==> src/rtl/dyna85_sequencer.sv <==
// Dyna-85 multi-cycle instruction sequencer: fetch, decode, operand capture and
// execute control for the MOV/MVI/JMP/Jcc/LDA/STA/NOP/HLT subset, with a memory-ready timeout.
module dyna85_sequencer #(
    parameter int ADDR_W      = 16,
    parameter int DATA_W      = 8,
    parameter int MEM_TIMEOUT = 15,
    parameter int TMO_W       = 4
) (
    input  logic              clk,
    input  logic              reset,
    input  logic [7:0]        opcode_i,
    input  logic [3:0]        flags_i,
    input  logic [DATA_W-1:0] mem_data_i,
    input  logic              mem_ready_i,
    output logic              mem_rd_o,
    output logic              mem_wr_o,
    output logic              addr_sel_o,
    output logic [ADDR_W-1:0] operand_addr_o,
    output logic              ir_load_o,
    output logic              pc_inc_o,
    output logic              pc_load_o,
    output logic              reg_we_o,
    output logic [2:0]        reg_read_sel_o,
    output logic [2:0]        reg_write_sel_o,
    output logic [1:0]        data_path_sel_o,
    output logic              illegal_op_o,
    output logic              bus_err_o,
    output logic              halted_o,
    output logic [3:0]        state_debug_o
);

    typedef enum logic [3:0] {
        ST_FETCH  = 4'd0,
        ST_DECODE = 4'd1,
        ST_OPLO   = 4'd2,
        ST_OPHI   = 4'd3,
        ST_MOV_EX = 4'd4,
        ST_JMP_EX = 4'd5,
        ST_LDA_RD = 4'd6,
        ST_STA_WR = 4'd7,
        ST_HALT   = 4'd8
    } state_t;

    localparam int HI_W   = ADDR_W - DATA_W;
    localparam bit TMO_EN = (MEM_TIMEOUT != 0);

    state_t            state_q, state_d;
    logic [DATA_W-1:0] opr_lo_q, opr_lo_d;
    logic [HI_W-1:0]   opr_hi_q, opr_hi_d;
    logic [TMO_W-1:0]  wait_q, wait_d;

    // The IR is held externally until the next fetch, so later states decode it directly.
    logic is_hlt, is_nop, is_mov, is_mvi, is_jmp, is_jcc, is_lda, is_sta;
    logic cond_true, mem_state, timeout;

    assign is_hlt = (opcode_i == 8'h76);
    assign is_nop = (opcode_i == 8'h00);
    assign is_mov = (opcode_i[7:6] == 2'b01) && !is_hlt;
    assign is_mvi = (opcode_i[7:6] == 2'b00) && (opcode_i[2:0] == 3'b110);
    assign is_jmp = (opcode_i == 8'hC3);
    assign is_jcc = (opcode_i[7:6] == 2'b11) && (opcode_i[2:0] == 3'b010);
    assign is_lda = (opcode_i == 8'h3A);
    assign is_sta = (opcode_i == 8'h32);

    always_comb begin
        case (opcode_i[5:3])
            3'b000:  cond_true = !flags_i[2];
            3'b001:  cond_true =  flags_i[2];
            3'b010:  cond_true = !flags_i[0];
            3'b011:  cond_true =  flags_i[0];
            3'b100:  cond_true = !flags_i[1];
            3'b101:  cond_true =  flags_i[1];
            3'b110:  cond_true = !flags_i[3];
            default: cond_true =  flags_i[3];
        endcase
    end

    assign mem_state = (state_q == ST_FETCH) || (state_q == ST_OPLO) || (state_q == ST_OPHI) ||
                       (state_q == ST_LDA_RD) || (state_q == ST_STA_WR);
    assign timeout   = TMO_EN && mem_state && (wait_q == TMO_W'(MEM_TIMEOUT));

    assign operand_addr_o = {opr_hi_q, opr_lo_q};
    assign state_debug_o  = state_q;

    always_ff @(posedge clk) begin
        if (reset) begin
            state_q  <= ST_FETCH;
            opr_lo_q <= '0;
            opr_hi_q <= '0;
            wait_q   <= '0;
        end else begin
            state_q  <= state_d;
            opr_lo_q <= opr_lo_d;
            opr_hi_q <= opr_hi_d;
            wait_q   <= wait_d;
        end
    end

    // Every control output stays at its default of 0 while reset is high.
    always_comb begin
        state_d         = state_q;
        wait_d          = '0;
        opr_lo_d        = opr_lo_q;
        opr_hi_d        = opr_hi_q;
        mem_rd_o        = 1'b0;
        mem_wr_o        = 1'b0;
        addr_sel_o      = 1'b0;
        ir_load_o       = 1'b0;
        pc_inc_o        = 1'b0;
        pc_load_o       = 1'b0;
        reg_we_o        = 1'b0;
        reg_read_sel_o  = 3'b000;
        reg_write_sel_o = 3'b000;
        data_path_sel_o = 2'd0;
        illegal_op_o    = 1'b0;
        bus_err_o       = 1'b0;
        halted_o        = 1'b0;
        if (!reset) begin
            if (timeout) begin
                bus_err_o = 1'b1;
                state_d   = ST_HALT;
            end else begin
                case (state_q)
                    ST_FETCH: begin
                        mem_rd_o = 1'b1;
                        if (mem_ready_i) begin
                            ir_load_o = 1'b1;
                            pc_inc_o  = 1'b1;
                            state_d   = ST_DECODE;
                        end else begin
                            wait_d = wait_q + 1'b1;
                        end
                    end
                    ST_DECODE: begin
                        if (is_hlt) begin
                            state_d = ST_HALT;
                        end else if (is_nop) begin
                            state_d = ST_FETCH;
                        end else if (is_mov) begin
                            reg_read_sel_o  = opcode_i[2:0];
                            reg_write_sel_o = opcode_i[5:3];
                            data_path_sel_o = 2'd1;
                            state_d         = ST_MOV_EX;
                        end else if (is_mvi || is_jmp || is_jcc || is_lda || is_sta) begin
                            state_d = ST_OPLO;
                        end else begin
                            illegal_op_o = 1'b1;
                            state_d      = ST_FETCH;
                        end
                    end
                    ST_MOV_EX: begin
                        reg_we_o        = 1'b1;
                        reg_read_sel_o  = opcode_i[2:0];
                        reg_write_sel_o = opcode_i[5:3];
                        data_path_sel_o = 2'd1;
                        state_d         = ST_FETCH;
                    end
                    ST_OPLO: begin
                        mem_rd_o = 1'b1;
                        if (mem_ready_i) begin
                            pc_inc_o = 1'b1;
                            if (is_mvi) begin
                                reg_we_o        = 1'b1;
                                reg_write_sel_o = opcode_i[5:3];
                                data_path_sel_o = 2'd2;
                                state_d         = ST_FETCH;
                            end else begin
                                opr_lo_d = mem_data_i;
                                state_d  = ST_OPHI;
                            end
                        end else begin
                            wait_d = wait_q + 1'b1;
                        end
                    end
                    ST_OPHI: begin
                        mem_rd_o = 1'b1;
                        if (mem_ready_i) begin
                            pc_inc_o = 1'b1;
                            opr_hi_d = HI_W'(mem_data_i);
                            if (is_lda)      state_d = ST_LDA_RD;
                            else if (is_sta) state_d = ST_STA_WR;
                            else             state_d = ST_JMP_EX;
                        end else begin
                            wait_d = wait_q + 1'b1;
                        end
                    end
                    ST_JMP_EX: begin
                        pc_load_o = is_jmp || cond_true;
                        state_d   = ST_FETCH;
                    end
                    ST_LDA_RD: begin
                        mem_rd_o   = 1'b1;
                        addr_sel_o = 1'b1;
                        if (mem_ready_i) begin
                            reg_we_o        = 1'b1;
                            reg_write_sel_o = 3'b111;
                            data_path_sel_o = 2'd2;
                            state_d         = ST_FETCH;
                        end else begin
                            wait_d = wait_q + 1'b1;
                        end
                    end
                    ST_STA_WR: begin
                        mem_wr_o        = 1'b1;
                        addr_sel_o      = 1'b1;
                        reg_read_sel_o  = 3'b111;
                        data_path_sel_o = 2'd1;
                        if (mem_ready_i) state_d = ST_FETCH;
                        else             wait_d  = wait_q + 1'b1;
                    end
                    ST_HALT: begin
                        halted_o = 1'b1;
                    end
                    default: begin
                        state_d = ST_FETCH;
                    end
                endcase
            end
        end
    end

endmodule
==> config.mk <==
export PLATFORM = sky130hd
export DESIGN_NAME = dyna85_sequencer
export DESIGN_NICKNAME = d
export VERILOG_FILES = /design/src/rtl/dyna85_sequencer.sv
export SDC_FILE = /design/constraint.sdc
export NUM_CORES = 1
export LEC_CHECK = 0
export CORE_ASPECT_RATIO = 1.1
export CORE_UTILIZATION = 45
export CTS_CLUSTER_DIAMETER = 120
export DETAILED_ROUTE_END_ITERATION = 10
export PLACE_DENSITY = 0.82
export SETUP_SLACK_MARGIN = 0.4
export SYNTH_ARGS = -nofsm -noshare
export SYNTH_HDL_FRONTEND = slang
export SYNTH_SLANG_ARGS = --single-unit
==> constraint.sdc <==
create_clock -name clk -period 4.1 [get_ports clk]
set_clock_uncertainty 0.1 [all_clocks]
set_input_delay 0.82 -clock clk [delete_from_list [all_inputs] [get_ports clk]]
set_output_delay 0.82 -clock clk [all_outputs]
set_load 0.005 [all_outputs]
; ---- After elaboration in Yosys (flattened, before gate mapping)
; Cells that the tools add are included.
[classes]
muxes = 74
bitwise_logic = 4
reduce_logical = 33
addsub = 1
n_eq_ne = 32
[op_table]
columns = cell, n
row1 = two-way mux 3 bit, 15
row2 = two-way mux 1 bit, 38
row3 = two-way mux 4 bit, 6
row4 = one-hot mux 4 bit (6 select lines), 1
row5 = two-way mux 2 bit, 9
row6 = == test 4 x 3 -> 1 bit (second input constant), 4
row7 = == test 8 x 6 -> 1 bit (second input constant), 2
row8 = == test 3 bit (second input constant), 4
row9 = one-hot mux 3 bit (4 select lines), 1
row10 = AND reduction 5 bit, 2
row11 = == test 3 x 2 -> 1 bit (second input constant), 3
row12 = logical OR 1 bit, 9
row13 = != test 3 bit (second input constant), 3
row14 = one-hot mux 3 bit (3 select lines), 1
row15 = == test 4 x 2 -> 1 bit (second input constant), 2
row16 = == test 4 bit (second input constant), 2
row17 = == test 8 x 7 -> 1 bit (second input constant), 1
row18 = == test 8 bit (second input constant), 1
row19 = logical NOT 8 bit, 1
row20 = != test 2 bit (second input constant), 4
row21 = one-hot mux 2 bit (4 select lines), 1
row22 = OR reduction 4 bit, 2
row23 = one-hot mux 1 bit (7 select lines), 1
row24 = OR reduction 2 bit, 3
row25 = 18 further kinds, 28
[totals]
register_bits = 24
output_inout_bits = 38
elab_cells = 149

; ---- Longest topological paths before layout
[logic_depth]
ltp_word = 13
ltp_mapped = 7
ltp_nobuf = 6

; ---- Worst setup path before layout
; OpenSTA, ideal clock, no wires.
[synth_path]
kind = in2out
from = in opcode_i[0]
to = out reg_write_sel_o[0]
slack_ns = 1.222
path_stages = 5
path_buffers = 0
arrival_ns = 1.958
path_cell_list = and2b_1 > a41oi_1 > or4_4 > a21oi_2 > o21a_1
[synth_via]
elab_chain_cells = 9
[synth_rtl]
columns = element, line
row1 = "start, declared", 11  ; input logic [7:0] opcode_i,
row2 = == test 8 x 7 -> 1 bit, 56  ; assign is_hlt = (opcode_i == 8'h76);
row3 = logical NOT 1 bit, 58  ; assign is_mov = (opcode_i[7:6] == 2'b01) && !is_hlt;
row4 = logical AND 1 bit, 58
row5 = two-way mux 3 bit, 139  ; end else if (is_mov) begin
row6 = two-way mux 3 bit, 137  ; end else if (is_nop) begin
row7 = two-way mux 3 bit, 135  ; if (is_hlt) begin
row8 = one-hot mux 3 bit (4 select lines) (*), 123  ; case (state_q)
row9 = two-way mux 3 bit (*), 119  ; if (timeout) begin
row10 = two-way mux 3 bit (*), 118  ; if (!reset) begin
row11 = "end, declared", 24  ; output logic [2:0] reg_write_sel_o,
; Every way passes the cells marked *; elsewhere a longest branch is shown, timed or not.

; ---- Worst setup path after layout
[layout_path]
from = in opcode_i[1]
to = out reg_write_sel_o[1]
; Same word-level chain as after synthesis.

==> results.yml <==
logic_synthesis:
  yosysUniqueCellTypes: 48
  synth_area_leaders: "dfxtp_1 (33%), mux2i_1 (11%), nor2_1 (9.4%)"
  ys_ff_latch: 24
  yosysWarnings: 0
  synthArstFlopShare_pct: 0
  synth_fp_nets: 196
  yosys.area.top_type: "dfxtp_1"
  synth_edf_count: 0
  synth_most_common_cell: "nor2_1"
  avgSynthCellArea_um2: 8.35
  synth_common_cells: "nor2_1 (36), dfxtp_1 (24), mux2i_1 (16)"
  yosysSeqAreaShare_pct: 33.4
  netlist.area_leader.share_pct: 33.4
  synth_flop_cell: "dfxtp_1"
  syn_area_um2: 1440
  syn_inst: 172
power_and_ir_drop:
  vdd_drop_max_v: 0.000242
  cellPowerDensity_nw_per_um2: 293
  p_leak_nw: 0.876
cells_and_area:
  layout-drive-gt1-share_pct: 15.1
  nFillCells: 251
  register_area_um2: 482
  final_core_util_pct: 71.6
  nets: 264
  syn_to_final_growth_pct: 51.9
  insertedDiodeCount: 0
  multi_input_area_um2: 923
sta:
  min_period_ns: 3.69
  final.setup.tns_ns: 0
  drv_slew: 0
  setup_viol: 0
  finalCritPeriodShare_pct: 90.1
  slew_headroom_pct: 55.1
  worstMarginPinSlew_ns: 0.673
  rsz0062_at_grt: "yes"
  whs_ns: 0.360
  setup_ws_ns: 0.407
  timing.fmax_mhz: 271
  hold_violations: 0
floorplan:
  dieHeight_um: 61.3
  start_util_pct: 47.1
  dieArea_um2: 3420
  io_pins: 61
  die_w_um: 55.9
  core_um2: 3050
  rows: 21
setup_path:
  end_kind: "output port"
  cp_top_family: "buffers and inverters"
  cpMaxStageDelayCell: "clkdlybuf4s50_1"
  cp_max_fo: 5
  crit_buf_inv: 2
  r2r_slack_ns: 1.93
  cpPeakStageDelay_ns: 0.49
  path_class: "input port to output port"
  critPathRequiredTime_ns: 3.18
  worstPathArrival_ns: 2.77
  setup.worst_path.start_class: "input port"
  crit_chain: "dlygate4sd2_1, and2b_1, a41oi_2, or4_4, a21oi_4, o21a_1, clkdlybuf4s50_1"
cts:
  clock_latency_ns: 0.31
  clkTransAtPathRegs_ns: 0.12
  cts_buffer_depth: 2
  cts_tree: "done"
  holdBufCountCts: 0
  cts_buffers: 3
  clock_sinks: 24
  cts_htree_levels: 1
  cts-root-buf: "clkbuf_4"
place:
  post-place-ws_ns: 0.103
  dp_hpwl_um: 3090
  io_buffers: 60
  place_congestion: 0.938
grt:
  grt_pass1_vias: 1420
  antenna_found_initial: 0
  grt.overflow.total: 0
  grt_usage_pct: 23.5
  grt_pass1_wl_um: 6350
  grt_max_degree: 19
drt:
  detail_route.wl_per_cell_um: 15.3
  routed-via-count: 1559
  drc: 0
  dr.pass1.iters: 6
  vias_per_cell: 5.71
  drt_wl_total_um: 4190
  drt.antenna.violating_nets: 0
  drt_iter0_markers: 64
run:
  drv_cap: 0
status:
  status: "finished clean"
min_path:
  hold_class: "flip-flop to flip-flop"
## where the power goes
part / switching [mW] / internal (mW)
Combinational: 0.110 / 0.126
Clock: 0.0675 / 0.0543
Sequential: 0.0360 / 0.246
## flip-flops by register name, summed over array words and instances, names as in the netlist
register / cells
wait_q: 4
state_debug_o: 4
opr_hi_q: 8
opr_lo_q: 8
## repair_timing
action                     in CTS  in global routing
setup endpoints to repair       7                  9
pin swaps                       2                  2
buffers inserted                3                  3
resized for setup              10                  9
## area by class of cell
type	instances	share of cell area [%]
multi-input cells	134	42.3
repair buffers	72	31.1
flip-flops and latches	24	22.1
well taps	34	1.95
clock buffers	4	1.66
inverters	5	0.860
## per-stage QoR
stage                     total power [mW]  area [µm²]  std cells
final                                0.639        2180        273
after global routing                 0.669        2180        273
after global placement               0.505        2080        263
after CTS                            0.633        2150        270
after detailed placement             0.509        2080        263
after floorplan                      0.409        1440        172
## routing by layer
metal  vias up  part of all wire (%)  GRT usage (%)
met3        11                   5.5           3.36
met2        63                    48           39.2
li1        758                     -              -
met1       727                    44           30.5
met5         -                     0              0
met4         0                   2.7           11.8
## worst paths after layout
kind / from / end / depth (start not counted)
min: wait_q[0] / wait_q[0] / 1
min reg2reg: wait_q[0] / wait_q[0] / 1
max: opcode_i[1] / reg_write_sel_o[1] / 7
max reg2reg: state_debug_o[2] / state_debug_o[0] / 5
## cell usage in the layout (no fill, tap or decap), types with 2 or more instances in the layout
cell type	count
or4_4	2
buf_4	12
dfxtp_1	23
nand3_1	3
o21ai_0	2
nor2_1	35
nand2_1	11
nor4_2	2
inv_1	5
nor2b_1	2
a21oi_1	6
a2111oi_0	2
mux2i_1	16
o22ai_1	2
nand4_1	2
o21a_1	7
clkbuf_4	3
nand3b_1	2
clkdlybuf4s50_1	51
clkbuf_2	2
dlygate4sd2_1	5
nor3_1	7
and3_1	2
and2_1	2
or2_2	2
a2111oi_2	2
dlymetal6s2s_1	2
## cell families (layout without fill, tap and decap cells)
kind of cell	after synthesis	after routing	synth area share [%]
AO/OA/AOI/OAI	34	34	19.1
XOR/XNOR	2	2	1.22
adder cells (fa/ha/maj)	1	1	0.871
buffers and inverters	14	81	4.62
flip-flops	24	24	33.4
multiplexers	17	17	12.7
AND/OR/NAND/NOR	80	80	28.0
## worst register-to-register path: cells and delay by family, from the launching register on
family / cells / cell delay [ns]
DFF: 1 / 0.65
and+or+nand+nor: 1 / 0.07
AOI/OAI and AO/OA: 4 / 1.28
(Power assumes the default switching activity.)
